==> config.mk <==
export PLATFORM = sky130hd
export DESIGN_NAME = ahb_sram_bridge
export DESIGN_NICKNAME = d
export VERILOG_FILES = /design/src/rtl/ahb_sram_bridge.sv
export SDC_FILE = /design/constraint.sdc
export NUM_CORES = 1
export LEC_CHECK = 0
export BUFFER_PORTS_ARGS = -buffer_cell sky130_fd_sc_hd__buf_2
export CAP_MARGIN = 20
export CORE_UTILIZATION = 48
export DETAILED_ROUTE_END_ITERATION = 7
export GPL_ROUTABILITY_DRIVEN = 0
export GPL_TIMING_DRIVEN = 0
export HOLD_SLACK_MARGIN = 0.05
export PLACE_DENSITY = 0.84
export SLEW_MARGIN = 40
export SYNTH_ARGS = -nofsm -noshare
export SYNTH_HDL_FRONTEND = slang
export SYNTH_SLANG_ARGS = --single-unit
==> constraint.sdc <==
create_clock -name CLK -period 2.6 [get_ports CLK]
set_input_delay 0.78 -clock CLK [delete_from_list [all_inputs] [get_ports CLK]]
set_output_delay 0.78 -clock CLK [all_outputs]
set_load 0.005 [all_outputs]
==> src/rtl/ahb_sram_bridge.sv <==
// AHB-Lite slave to single-port synchronous SRAM bridge.
//
// Word reads take one wait state. Word writes take none. Byte and halfword
// writes are done as read-modify-write, so the SRAM only ever sees full-word
// writes (SRAM_BE is always 4'hF while SRAM_WE=1).
//
// Ports:
//   CLK, RST         clock, synchronous active-high reset
//   HSEL..HREADY     AHB-Lite slave inputs (only HADDR[AW+1:0] is decoded)
//   HREADYOUT        slave ready, HRDATA read data, HRESP always OKAY
//   SRAM_CSN/WE/BE   SRAM control (chip select is active low)
//   SRAM_ADDR/DI     SRAM word address and write data
//   SRAM_DO          SRAM read data, valid the cycle after a read is issued
module ahb_sram_bridge #(
  parameter int unsigned AW = 12
) (
  input  logic          CLK,
  input  logic          RST,
  input  logic          HSEL,
  input  logic [31:0]   HADDR,
  input  logic [1:0]    HTRANS,
  input  logic          HWRITE,
  input  logic [2:0]    HSIZE,
  input  logic [31:0]   HWDATA,
  input  logic          HREADY,
  output logic          HREADYOUT,
  output logic [31:0]   HRDATA,
  output logic          HRESP,
  output logic          SRAM_CSN,
  output logic [AW-1:0] SRAM_ADDR,
  output logic          SRAM_WE,
  output logic [3:0]    SRAM_BE,
  output logic [31:0]   SRAM_DI,
  input  logic [31:0]   SRAM_DO
);

  localparam logic [2:0] ST_IDLE     = 3'd0;
  localparam logic [2:0] ST_RD_ISSUE = 3'd1;
  localparam logic [2:0] ST_RD_DONE  = 3'd2;
  localparam logic [2:0] ST_WR_WORD  = 3'd3;
  localparam logic [2:0] ST_RMW_RD   = 3'd4;
  localparam logic [2:0] ST_RMW_WR   = 3'd5;

  logic [2:0]    state, state_nxt;
  logic [AW-1:0] addr_q;
  logic [1:0]    lo_q;
  logic [2:0]    size_q;
  logic [31:0]   wdata_q;
  logic [31:0]   hrdata_q;
  logic [3:0]    lane_mask;
  logic [31:0]   lane_bits;
  logic          take;

  // Upper address bits alias away; HTRANS[0] only separates NONSEQ/SEQ.
  logic unused_ok;
  assign unused_ok = ^{HADDR[31:AW+2], HTRANS[0]};

  assign HREADYOUT = !((state == ST_RD_ISSUE) || (state == ST_RMW_RD));
  assign HRESP     = 1'b0;
  assign take      = HSEL & HTRANS[1] & HREADY & HREADYOUT;

  // SRAM_DO is already a registered SRAM output, so it is forwarded during
  // RD_DONE and a captured copy holds the value until the next read.
  assign HRDATA = (state == ST_RD_DONE) ? SRAM_DO : hrdata_q;

  always_comb begin
    state_nxt = ST_IDLE;
    case (state)
      ST_RD_ISSUE: state_nxt = ST_RD_DONE;
      ST_RMW_RD:   state_nxt = ST_RMW_WR;
      default: begin
        if (take) begin
          if (!HWRITE)          state_nxt = ST_RD_ISSUE;
          else if (HSIZE >= 3'd2) state_nxt = ST_WR_WORD;
          else                  state_nxt = ST_RMW_RD;
        end
      end
    endcase
  end

  always_ff @(posedge CLK) begin
    if (RST) begin
      state    <= ST_IDLE;
      addr_q   <= '0;
      lo_q     <= '0;
      size_q   <= '0;
      wdata_q  <= '0;
      hrdata_q <= '0;
    end else begin
      state <= state_nxt;
      if (take) begin
        addr_q <= HADDR[AW+1:2];
        lo_q   <= HADDR[1:0];
        size_q <= HSIZE;
      end
      if (state == ST_RMW_RD) wdata_q  <= HWDATA;
      if (state == ST_RD_DONE) hrdata_q <= SRAM_DO;
    end
  end

  always_comb begin
    lane_mask = 4'b1111;
    if (size_q == 3'd0)      lane_mask = 4'b0001 << lo_q;
    else if (size_q == 3'd1) lane_mask = lo_q[1] ? 4'b1100 : 4'b0011;
  end

  assign lane_bits = {{8{lane_mask[3]}}, {8{lane_mask[2]}},
                      {8{lane_mask[1]}}, {8{lane_mask[0]}}};

  always_comb begin
    SRAM_CSN  = 1'b1;
    SRAM_WE   = 1'b0;
    SRAM_BE   = '0;
    SRAM_ADDR = '0;
    SRAM_DI   = '0;
    case (state)
      ST_RD_ISSUE, ST_RMW_RD: begin
        SRAM_CSN  = 1'b0;
        SRAM_BE   = 4'hF;
        SRAM_ADDR = addr_q;
      end
      ST_WR_WORD: begin
        SRAM_CSN  = 1'b0;
        SRAM_WE   = 1'b1;
        SRAM_BE   = 4'hF;
        SRAM_ADDR = addr_q;
        SRAM_DI   = HWDATA;
      end
      ST_RMW_WR: begin
        SRAM_CSN  = 1'b0;
        SRAM_WE   = 1'b1;
        SRAM_BE   = 4'hF;
        SRAM_ADDR = addr_q;
        SRAM_DI   = (SRAM_DO & ~lane_bits) | (wdata_q & lane_bits);
      end
      default: ;
    endcase
  end

endmodule

After elaboration in Yosys (flattened, before gate mapping)
Index checks and enable logic that the tools add are counted. Widths: inputs -> output; s select.

Add/subtract/negate cells: 0. Shift-type cells: 1. Bitwise gates (word level): 7. Multipliers: 0. $lt $le $gt $ge: 1. Multiplexer cells: 13. Eq/ne operators: 6. Div/mod/pow operators: 0. Reduce and logical (&&, ||, !) cells: 5.

Operators by type and width (number): $and 32x32->32 (2); $pmux 32 s2 (1); $mux 32 (1); $not 32->32 (1); $or 32x32->32 (1); $mux 4 (4); $mux 12 (1); $mux 3 (3); $eq 3x1->1 const B (2); $eq 3x2->1 const B (2); $eq 3x3->1 const B (2); $pmux 3 s2 (1); $reduce_or 4->1 (1); $shl 1x2->4 const A (1); $and 1x1->1 (3); $ge 3x2->1 const B (1); $logic_not 3->1 (1); $mux 1 (2); $reduce_or 2->1 (1); $logic_not 1->1 (1); $logic_or 1x1->1 (1).

Memories kept: 0. Latch bits: 0. Memory bits (writable): 0. Output and inout bits: 84. ROM bits: 0. Flip-flop bits (word level): 84.

Longest topological paths before layout
Depth after elaboration: 7. Gate-level depth with buffers: 6. Mapped depth without buffers: 3.

Least setup slack after synthesis
No wires, ideal clock.

Kind: register to output. Start: register state[1]. End: output port HRDATA[11]. Stages on the path, launching flop included: 4. Buffers on the path: 1. Arrival: 1.286 ns. Path slack: 0.534 ns. Cell sequence: dfxtp_1 -> nor3b_4 -> buf_6 -> mux2_4.

Word-level cells in the longest chain between the ends: 2.

RTL lines: start, declared (RTL line 44) `logic [2:0] state, state_nxt;`; start signal, assigned (RTL line 90) `state <= state_nxt;`; $eq 3x2->1 (RTL line 64) `assign HRDATA = (state == ST_RD_DONE) ? SRAM_DO : hrdata_q;`; $mux 32; end, declared (RTL line 27) `output logic [31:0] HRDATA,`.

No other way between the ends.

Worst setup path in the final report
Start: register state[1]. End: output port SRAM_DI[11].

Word-level cells in the longest chain between the ends: 2. Elaborated cells on any way between the ends: 3.

RTL lines: $eq 3x3->1 or $eq 3x2->1 (tied branches) (RTL line 116) `case (state)`; $pmux 32 s2 * (RTL line 116); end, declared (RTL line 33) `output logic [31:0] SRAM_DI,`.

Every way passes the cells marked *; elsewhere a longest branch is shown, timed or not.

==> out/results.txt <==
First-pass GRT wire length: 21,040 um
WL met2: 6397 um
Setup_tns: 0 ns
Fin worst setup slack: 0.05364 ns
Floorplan die height: 97.45 um
Post-synthesis register bit count: 84
Overall power consumption: 2.579 mW
Min cycle time layout: 2.546 ns
Worst Hold Class: flip-flop to flip-flop
Area used by multi-input combinational logic: 0.002462 sq mm
Synthesized net count: 619
Total via count after detailed routing: 4,467
Leading cell types by total area after synthesis: dfxtp_1, nand2_1, mux2_4
Startpoint of the worst setup timing path: state[1]
Run status: finished, final reports clean
Wire length on met1: 5352 um
Number of pins with negative max-slew slack in the final report: 0
Count of TritonRoute iterations in the first routing pass: 5
Hold-fix buffers at CTS: 0
Number of routed nets with antenna violations: 0
Leading cell type in the layout, fill and taps excluded: buf_2
Nets: 800
TritonCTS sink count: 84
Synthesized netlist cell count: 513
Post-detailed-route wirelength per cell: 16.53 um
TritonCTS clock tree: done
Clock skew: 0.008451 ns
Count of pins on the block boundary: 190
Cell area after technology mapping: 0.004373 sq mm
Synth Area per Inst: 8.524 sq um
Data required time at the worst endpoint: 1.82 ns
Worst-path fanout max: 10
Max-cap violations: 0
Critical path arrival: 1.77 ns
Fmax achieved: 392.7 MHz
Share of synthesized area occupied by flip-flops and latches: 38.45%
Pin count of the biggest net entering global routing: 14
Relative slew margins: 65.94%
# rows: 34
Launch point of the worst hold path: addr_q[4]
Worst setup SP type: flip-flop
Commonest non-fill, non-tap cells in the layout: buf_2, nand2_1, dfxtp_1
Number of antenna violations at the first check in global routing: 0
Routed wl met3: 1194 um
Top Metal Used: met4
Share of Yosys cell area claimed by the top area cell type: 38.45%
Kind of end point of the critical path: output port
Number of buffers created by CTS: 9
Transition time of the tightest slew-check pin: 0.5109 ns
Share of final-layout standard cells stronger than drive strength 1: 43.41%
Clock latency of the later-clocked register in the worst-skew pair: 0.36 ns
Number of endpoints failing setup at the final stage: 0
Tcrit/Tclk final: 97.94%
Total global-route track usage: 27.84%
Yosys synthesis warning count: 0
Setup CP Type: flip-flop to output port
Clock H-tree levels: 3
Register area: 0.001699 sq mm
Count of fill cells added during filler insertion: 738
Area overhead of the layout relative to synthesis: 32.30%
CORE AREA: 0.008763 sq mm
Leak: 2.516 nW
Pre-CTS worst setup slack: -0.1044 ns
Horiz. Die Dim: 97.45 um
Total wire length after detailed routing: 13,340 um
Source of the worst register-to-register timing path: state[1]
Total die area: 0.009496 sq mm
Global route total overflow: 0
Final hold violation count: 0
P per Cell Area: 445.7 mW/mm^2
Dominant cell type by area after synthesis: dfxtp_1
Clock edge transition at the registers on the reported setup and hold paths: 0.08 ns
Worst-case clock buffer depth: 2
Unique cell type count in the Yosys netlist: 37
Highest ir drop seen on vdd: 0.2497 mV
Iteration-0 DRC count of the detailed router: 255
HPWL Detailed: 9912 um
Unrepaired setup endpoints after global routing: yes
Initial Utilization: 49.90%
Vias in the first global route: 4,323
Number of vias per cell after detailed routing: 5.535
Clock root cell: clkbuf_8
Count of port buffers added during placement: 169
DRC errors left: 0
per-stage QoR:
stage	hold slack (ns)	cell area (sq um)	std cells	utilization [%]
after detailed placement	0.4471	5354	790	61.09
after CTS	0.4582	5607	804	63.98
after global routing	0.4731	5783	806	65.99
final	0.4595	5786	807	66.02
after global placement	0.4398	5354	790	61.09
after floorplan	0.4301	4373	513	-
final cells by class:
cell class / count / share of cell area (%)
diodes: 1 / 0.04325
clock inverters: 2 / 0.6055
inverters: 4 / 0.3460
clock buffers: 13 / 2.574
plain buffers: 44 / 5.990
repair buffers: 173 / 16.18
flip-flops and latches: 84 / 29.37
multi-input cells: 378 / 42.56
well taps: 108 / 2.336
registers in the layout (all words and copies together) (netlist names):
signal	count
hrdata_q	32
wdata_q	32
addr_q	12
size_q	3
state	3
lo_q	2
worst max-delay path: stages (launching register included):
cell	delay, ns
dfxtp_4	0.38
and3b_2	0.27
buf_8	0.14
buf_6	0.15
nand4_1	0.14
o211ai_1	0.17
buf_2	0.16
metal layers:
| layer | track usage [%] | vias up |
|---|---|---|
| li1 | - | 2118 |
| met1 | 33.27 | 2075 |
| met4 | 13.12 | 0 |
| met2 | 46.10 | 237 |
| met3 | 7.770 | 37 |
| met5 | 0 | - |
power by group:
group	internal (mW)	switching, mW
registers	1.31	0.0163
logic	0.158	0.169
clock network	0.466	0.461
total	1.93	0.646
repair_timing:
| item | in CTS | in global routing |
|---|---|---|
| endpoints found under the setup margin | 78 | 76 |
| resized for setup | 30 | 42 |
| buffers inserted | 2 | 2 |
| pin swaps | 0 | 3 |
cells in the mapped netlist (all sizes together):
library cell / count
or4: 1
nor2: 4
clkinv: 1
and3b: 2
o21bai: 1
o31ai: 1
o211ai: 32
nand2: 160
or3b: 1
o21a: 2
mux2: 32
nand3: 1
inv: 3
dfxtp: 84
and2: 46
nor3b: 4
mux2i: 17
o21ai: 1
nand2b: 1
o2111ai: 16
a41o: 1
a22o: 1
a21o: 1
clkbuf: 21
or2: 1
nor2b: 1
buf: 26
nand4: 16
a21oi: 33
conb: 1
nor3: 1
cell families (layout without fill, tap and decap cells):
group	after synthesis	after routing	synth area share, %
AOI/OAI and AO/OA	89	89	13.99
DFF	84	84	38.45
other	1	2	0.08575
muxes	49	49	14.71
and+or+nand+nor	239	239	26.55
buffers and inverters	51	236	6.209
final timing paths:
path	end	slack, ns	cells after the start
hold / removal	addr_q[4]	0.46	2
hold reg to reg	addr_q[4]	0.46	2
setup reg to reg	hrdata_q[2]	1.04	5
setup / recovery	SRAM_DI[11]	0.05	6
Power figures use the tool's default switching activity.
